$ cat src/rtl/wb_pkg.sv
// Shared writeback types for the register-file write port.
// Entry bundle carried through the LSU result FIFO.
package wb_pkg;

    localparam int XLEN     = 32;
    localparam int REG_AW   = 5;
    localparam int NUM_REGS = 32;

    typedef struct packed {
        logic [REG_AW-1:0] rd;
        logic [XLEN-1:0]   wdata;
    } wb_entry_t;

endpackage

$ cat src/rtl/wb_fifo.sv
// Synchronous FIFO of writeback entries for the LSU result path.
// Caller guarantees no push when full and no pop when empty.
import wb_pkg::*;

module wb_fifo #(
    parameter int DEPTH = 2,
    localparam int AW   = $clog2(DEPTH),
    localparam int CW   = AW + 1
) (
    input  logic          clk,
    input  logic          rst,
    input  logic          i_push,
    input  wb_entry_t     i_din,
    input  logic          i_pop,
    output wb_entry_t     o_dout,
    output logic [CW-1:0] o_count,
    output logic          o_full,
    output logic          o_empty
);

    wb_entry_t       r_mem [DEPTH];
    logic [AW-1:0]   r_wptr;
    logic [AW-1:0]   r_rptr;
    logic [CW-1:0]   r_count;

    always_ff @(posedge clk) begin
        if (i_push)
            r_mem[r_wptr] <= i_din;
    end

    // Power-of-two depth lets the pointers wrap by plain overflow.
    always_ff @(posedge clk) begin
        if (rst) begin
            r_wptr  <= '0;
            r_rptr  <= '0;
            r_count <= '0;
        end else begin
            if (i_push)
                r_wptr <= r_wptr + AW'(1);
            if (i_pop)
                r_rptr <= r_rptr + AW'(1);
            unique case ({i_push, i_pop})
                2'b10:   r_count <= r_count + CW'(1);
                2'b01:   r_count <= r_count - CW'(1);
                default: r_count <= r_count;
            endcase
        end
    end

    assign o_dout  = r_mem[r_rptr];
    assign o_count = r_count;
    assign o_full  = (r_count == CW'(DEPTH));
    assign o_empty = (r_count == '0);

endmodule

$ cat src/rtl/wb_arbiter.sv
// Merges ALU and buffered LSU results onto the register-file write port.
// ALU wins unless the LSU FIFO has starved for STARVE_LIMIT cycles.
import wb_pkg::*;

module wb_arbiter #(
    parameter int XLEN         = 32,
    parameter int DEPTH        = 2,
    parameter int STARVE_LIMIT = 4,
    localparam int CW          = $clog2(DEPTH) + 1,
    localparam int WW          = $clog2(STARVE_LIMIT + 1)
) (
    input  logic            clk,
    input  logic            rst,
    input  logic            i_alu_valid,
    input  logic [4:0]      i_alu_rd,
    input  logic [XLEN-1:0] i_alu_wdata,
    output logic            o_alu_stall,
    input  logic            i_lsu_valid,
    output logic            o_lsu_ready,
    input  logic [4:0]      i_lsu_rd,
    input  logic [XLEN-1:0] i_lsu_wdata,
    output logic            o_rf_en,
    output logic [4:0]      o_rf_rd,
    output logic [XLEN-1:0] o_rf_wdata,
    output logic [CW-1:0]   o_fifo_count
);

    wb_entry_t       w_din;
    wb_entry_t       w_head;
    logic [CW-1:0]   w_count;
    logic            w_full;
    logic            w_empty;
    logic            w_push;
    logic            w_pop;
    logic            w_alu_gnt;
    logic [WW-1:0]   w_wait_nxt;

    logic [WW-1:0]   r_wait;
    logic            r_rf_en;
    logic [4:0]      r_rf_rd;
    logic [XLEN-1:0] r_rf_wdata;

    assign w_din       = '{rd: i_lsu_rd, wdata: i_lsu_wdata};
    assign o_lsu_ready = !rst && !w_full;
    assign w_push      = i_lsu_valid && o_lsu_ready;
    assign o_alu_stall = (r_wait == WW'(STARVE_LIMIT));
    assign w_alu_gnt   = i_alu_valid && !o_alu_stall;
    assign w_pop       = !w_alu_gnt && !w_empty;

    wb_fifo #(.DEPTH(DEPTH)) u_fifo (
        .clk     (clk),
        .rst     (rst),
        .i_push  (w_push),
        .i_din   (w_din),
        .i_pop   (w_pop),
        .o_dout  (w_head),
        .o_count (w_count),
        .o_full  (w_full),
        .o_empty (w_empty)
    );

    always_comb begin
        w_wait_nxt = '0;
        if (!w_pop && !w_empty) begin
            if (r_wait == WW'(STARVE_LIMIT))
                w_wait_nxt = r_wait;
            else
                w_wait_nxt = r_wait + WW'(1);
        end
    end

    always_ff @(posedge clk) begin
        if (rst) begin
            r_wait     <= '0;
            r_rf_en    <= 1'b0;
            r_rf_rd    <= '0;
            r_rf_wdata <= '0;
        end else begin
            r_wait <= w_wait_nxt;
            unique case (1'b1)
                w_alu_gnt: begin
                    r_rf_en    <= (i_alu_rd != '0);
                    r_rf_rd    <= i_alu_rd;
                    r_rf_wdata <= i_alu_wdata;
                end
                w_pop: begin
                    r_rf_en    <= (w_head.rd != '0);
                    r_rf_rd    <= w_head.rd;
                    r_rf_wdata <= w_head.wdata;
                end
                default: r_rf_en <= 1'b0;
            endcase
        end
    end

    assign o_rf_en      = r_rf_en;
    assign o_rf_rd      = r_rf_rd;
    assign o_rf_wdata   = r_rf_wdata;
    assign o_fifo_count = w_count;

endmodule

$ cat config.mk
export PLATFORM = sky130hd
export DESIGN_NAME = wb_arbiter
export DESIGN_NICKNAME = d
export VERILOG_FILES = /design/src/rtl/wb_pkg.sv /design/src/rtl/wb_fifo.sv /design/src/rtl/wb_arbiter.sv
export SDC_FILE = /design/constraint.sdc
export NUM_CORES = 1
export LEC_CHECK = 0
export BUFFER_PORTS_ARGS = -buffer_cell sky130_fd_sc_hd__buf_4
export CAP_MARGIN = 5
export CORE_MARGIN = 2
export CORE_UTILIZATION = 50
export DETAILED_ROUTE_END_ITERATION = 6
export PLACE_DENSITY = 0.75
export SETUP_SLACK_MARGIN = 0.5
export SLEW_MARGIN = 10
export SYNTH_ARGS = -nofsm -noshare
export SYNTH_HDL_FRONTEND = slang
export SYNTH_SLANG_ARGS = --single-unit
export TNS_END_PERCENT = 1
$ cat constraint.sdc
create_clock -name clk -period 2.66 [get_ports clk]
set_input_delay 0.133 -clock clk [delete_from_list [all_inputs] [get_ports clk]]
set_output_delay 0.133 -clock clk [all_outputs]
set_load 0.01 [all_outputs]
# Word-level counts from Yosys, hierarchy flattened
# Memory sizes are Yosys's and may differ from the RTL's. A register that Yosys moved wholly into a read port is not among the register bits.
# Cells that the tools add are included.
# totals
mem_bits_rw	74
out_inout_bits	42
ff_bits	45
mem_count	1
elab_cells	43
in_bits	78
# op_classes
n_eq_ne	4
n_reduce_logical	17
mux	8
n_addsub	5
bitwise_logic	1
# mem_list
name	depth	width	rd	rd_clocked_by_memory_dff	write_ports	line	rtl
u_fifo.r_mem	2	37	1	1	1	wb_fifo.sv:21	wb_entry_t r_mem [DEPTH];
# op_table
cell	count
32-bit one-hot mux with 2 select lines	1
5-bit one-hot mux with 2 select lines	1
5-bit nonzero test	2
1-bit zero test	6
1-bit logical AND	5
2-bit equality test, second input constant	2
1-bit two-way mux	4
2-bit one-hot mux with 2 select lines	1
2-bit nonzero test	2
3-bit by 1-bit adder with 3-bit output, second input constant	1
3-bit equality test, second input constant	1
1-bit adder, second input constant	2
2-bit by 1-bit adder with 2-bit output, second input constant	1
2-bit by 1-bit equality test with 1-bit output, second input constant	1
2-bit zero test	1
1-bit one-hot mux with 2 select lines	1
2-bit OR reduction	1
2-bit by 1-bit subtractor with 2-bit output, second input constant	1
1-bit inverter	1

# Depth between registers and ports, before layout
# depth
word_depth	9
depth_mapped	9
ltp_nobuf	8

# By module
# Synthesis repeated with hierarchy kept, for this count alone.
# unflattened
hier_cells	329
hier_area_um2	4788.3
# modules_own_cells
mod	cells_per_inst	instances	area_per_inst_um2
wb_fifo	137	1	2871.5
wb_arbiter	192	1	1916.8

# Least setup slack after synthesis
# Ideal clock, no wire load.
# synth_path
path_type	register to register
start	reg u_fifo.r_count[1] (netlist: u_fifo.o_count[1])
end	mem u_fifo.r_mem[1][0] in the netlist's numbering, enable pin
setup_time_ns	0.398
t_required_ns	2.262
path_slack_ns	0.454
path_stages_with_launch	5
synth_period_minus_slack_ns	2.206
arrival_ns	1.808
cell_sequence	dfxtp_1 > buf_2 > nor2b_1 > nor2_1 > and3_1
# synth_via
elab_chain_len	6
# synth_lines
item	line	rtl
start, declared	wb_fifo.sv:24	logic [CW-1:0] r_count;
start signal, assigned	wb_fifo.sv:43	2'b10: r_count <= r_count + CW'(1);
start signal, assigned	wb_fifo.sv:44	2'b01: r_count <= r_count - CW'(1);
start signal, assigned	wb_fifo.sv:45	default: r_count <= r_count;
2-bit equality test	wb_fifo.sv:52	assign o_full = (r_count == CW'(DEPTH));
1-bit zero test	wb_arbiter.sv:44	assign o_lsu_ready = !rst && !w_full;
1-bit logical AND	wb_arbiter.sv:44	
net o_lsu_ready	wb_arbiter.sv:19	output logic o_lsu_ready,
1-bit logical AND	wb_arbiter.sv:45	assign w_push = i_lsu_valid && o_lsu_ready;
1-bit two-way mux	wb_fifo.sv:27	if (i_push)
1-bit two-way mux (not written as such)	wb_fifo.sv:28	r_mem[r_wptr] <= i_din;
end, declared	wb_fifo.sv:21	
# The timed path passes the listed nets, and every way through them passes these cells.

# Worst setup path in the final report
# layout_path
start	reg r_wait[0]
end	reg u_fifo.r_rptr
# layout_via
elab_chain_len	5
# layout_lines
item	line	rtl
start, declared	wb_arbiter.sv:38	logic [WW-1:0] r_wait;
start signal, assigned	wb_arbiter.sv:79	r_wait <= w_wait_nxt;
3-bit equality test	wb_arbiter.sv:46	assign o_alu_stall = (r_wait == WW'(STARVE_LIMIT));
1-bit zero test	wb_arbiter.sv:47	assign w_alu_gnt = i_alu_valid && !o_alu_stall;
1-bit logical AND	wb_arbiter.sv:47	
1-bit zero test	wb_arbiter.sv:48	assign w_pop = !w_alu_gnt && !w_empty;
1-bit logical AND	wb_arbiter.sv:48	
end signal, assigned	wb_fifo.sv:41	r_rptr <= r_rptr + AW'(1);
end, declared	wb_fifo.sv:23	logic [AW-1:0] r_rptr;
# No other way between the ends.
# A chain may end at the register's enable or synchronous reset.

==> impl_metrics.toml <==
[sta]
tns_ps = 0
finalCriticalPeriod_ps = 1920
skew_ps = 6.88
fmax_ghz = 0.521
rsz0062_at_grt = "false"
period_share = 0.722
relSlewSlack = 0.473
hold_violations = 0
drv_slew = 0
tightest_slew_ps = 791
finalSetupViolCount = 0

[drt]
vias = 3745
wl_per_cell_um = 16.6
routed_wirelength_um = 11800
drc = 0
drt_iter0_markers = 125
vias_per_cell = 5.29
final_antenna_net_count = 0
dr.pass1.iters = 4

[place]
placed_cells = 602
gp_congestion = 0.770
hpwl_um = 6400
numPortBuffers = 119

[layout]
syn_to_final_growth_pct = 48.6
drive_above_1_share = 0.278
final_cell_count_no_fill = 708
final_nets = 648
diodes = 0

[hold_path]
whs_endpoint = "u_fifo.r_wptr$_SDFFE_PP0N_"
hold_depth = 4
holdCritStartpoint = "i_lsu_valid"
hold_path.class = "in2reg"

[synth]
synth-seq-cells = 120
ys_types = 29
synth_most_common_cell = "edfxtp_1"
synth_top_flop_cell = "edfxtp_1"
syn_inst = 378
ys_seq_area_frac = 0.656
synthTopCellsByCount = "edfxtp_1 (74), dfxtp_1 (46), a21oi_1 (41)"
syn_nets = 459
yosys.area.top_type = "edfxtp_1"
ys_warn_count = 0
synth_top_area_frac = 0.464
syn_avg_cell_area_sq_um = 12.7
netlist_area_sq_um = 4790
yosys-top-cells-area = "edfxtp_1 (46%), dfxtp_1 (19%), mux2i_1 (7.9%), a211o_1 (6.8%), a21oi_1 (4.3%)"
synth_edf_count = 74
async_flop_share = 0

[floorplanning]
start_util = 0.516
core_sq_um = 9280
die_h_um = 102
die-width_um = 102
ios = 120
die-area_sq_um = 10400
num_rows = 35

[worst_setup_path]
reg2reg_to = "u_fifo.r_rptr$_SDFFE_PP0N_"
critPathLaunchType = "flop"
regToRegStartpoint = "r_wait[0]$_SDFFE_PP0N_"
max_stage_delay_ps = 640
path_cells = "inv_1, ha_1, a21boi_4, buf_4, or3_1, a21oi_1"
slowest_stage = "buf_4"
worstSetupEndpointType = "flop"
regToRegSetupSlack_ps = 740
required_ps = 3020
cp.arrival_ps = 2280
critical_path.max_fanout = 80
rr_worst_depth = 6
crit_type = "reg2reg"
cp-startpoint = "r_wait[0]$_SDFFE_PP0N_"

[clock_network]
clock_latency_ps = 500
cts.path.max_buffers = 2
numCtsBuffers = 17
clock-sinks = 120
clkTransAtPathRegs_ps = 60
cts_tree = "built"
root_buffer = "clkbuf_8"
cts_htree_levels = 4

[run]
cap_violations = 0

[pwr]
max-vdd-ir-drop_v = 0.000525
p_leak_nw = 2.78
powerDensity_nw_per_um2 = 867
power.total_mw = 6.17

[grt]
grt_pass1_wl_um = 18200
antenna_found_initial = 0
grt_use_met2 = 0.421
met1_usage = 0.263
first_global_vias = 3902
grt_max_degree = 81
grtUsageMet3 = 0.0547
grt_overflow = 0
grt.busiest_layer = "met2"
track_usage = 0.232

[run_status]
status = "finished clean"
-- cell families after synthesis --
group	count (synthesis)	synth area share
buf+inv	35	0.0371
compound gates	84	0.120
flops	120	0.656
simple gates	96	0.0968
xor+xnor	2	0.00366
fa+ha+maj	3	0.00783
mux	38	0.0794
-- routing by layer --
| layer | part of all wire | up-vias | wire (um) |
|---|---|---|---|
| met3 | 0.044 | 12 | 514 |
| li1 | - | 1804 | - |
| met4 | 0.0097 | 0 | 114 |
| met2 | 0.54 | 117 | 6360 |
| met5 | 0 | - | 0 |
| met1 | 0.41 | 1812 | 4800 |
-- registers in the layout (all words and copies together), names as in the netlist, named ones only --
register,cells
o_rf_en,1
o_rf_rd,5
o_rf_wdata,32
r_wait,3
u_fifo.o_count,2
u_fifo.r_mem,74
u_fifo.r_rptr,1
u_fifo.r_wptr,1
-- metrics by stage --
step	cell area (sq um)	setup slack (ps)	utilization	hold slack [ps]
global route	7120	568	0.767	68.8
global placement	5760	685	0.620	318
floorplan	4790	484	-	232
CTS	7120	612	0.767	38.7
detailed placement	5760	625	0.620	320
finish	7120	740	0.767	63.5
-- critical path: cells and delay by family, from the launching register on --
family,cells,cell delay (ps)
AND/OR/NAND/NOR,1,240
adder cells (fa/ha/maj),1,250
flip-flops,1,340
buffers and inverters,2,700
AO/OA/AOI/OAI,2,240
-- how the worst max path moves through the flow --
stage                                               end  slack [ps]  cells after the start
after global routing         u_fifo.r_rptr$_SDFFE_PP0N_         570                      6
after detailed placement  u_fifo.r_mem[1][23]$_DFFE_PP_         630                      3
after floorplan            u_fifo.r_mem[0][0]$_DFFE_PP_         480                      4
after global placement     u_fifo.r_mem[1][8]$_DFFE_PP_         680                      3
after CTS                 u_fifo.r_mem[1][12]$_DFFE_PP_         610                      3
final                        u_fifo.r_rptr$_SDFFE_PP0N_         740                      6
-- cell usage in the layout, fill, tap and decap left out, drive strengths merged, types with 2 or more instances in the layout --
cell type | Yosys | routed
buf | 13 | 125
dlygate4sd3 | 0 | 75
edfxtp | 74 | 74
dfxtp | 46 | 46
a21oi | 41 | 41
nor3 | 39 | 39
mux2i | 38 | 38
nand2 | 37 | 37
a211o | 37 | 37
clkbuf | 17 | 18
clkinv | 0 | 6
inv | 5 | 5
nor2 | 5 | 5
or3 | 4 | 4
bufinv | 0 | 4
or4 | 3 | 3
ha | 3 | 3
clkinvlp | 0 | 3
o21ai | 2 | 2
and4 | 2 | 2
o31ai | 2 | 2
-- report_power, final --
| part | total [mW] | leakage [nW] | internal (mW) | switching [mW] |
|---|---|---|---|---|
| registers | 2.36 | 1.06 | 2.18 | 0.177 |
| logic | 1.50 | 1.43 | 0.751 | 0.745 |
| clock network | 2.32 | 0.290 | 1.53 | 0.785 |
-- area by class of cell --
cell class                      count  area [sq um]
Multi-Input combinational cell    223          1490
Clock buffer                       18           428
Inverter                            5          18.8
Sequential cell                   120          3150
Tap cell                          129           161
Clock inverter                     13           179
Fill cell                         578          2160
Timing Repair Buffer              200          1700
-- what timing repair did --
item	in CTS	in global routing
endpoints found under the hold margin	113	0
setup buffers	0	0
gates resized for setup	0	1
hold buffers	75	0
endpoints found under the setup margin	0	37
(Power assumes the default switching activity.)
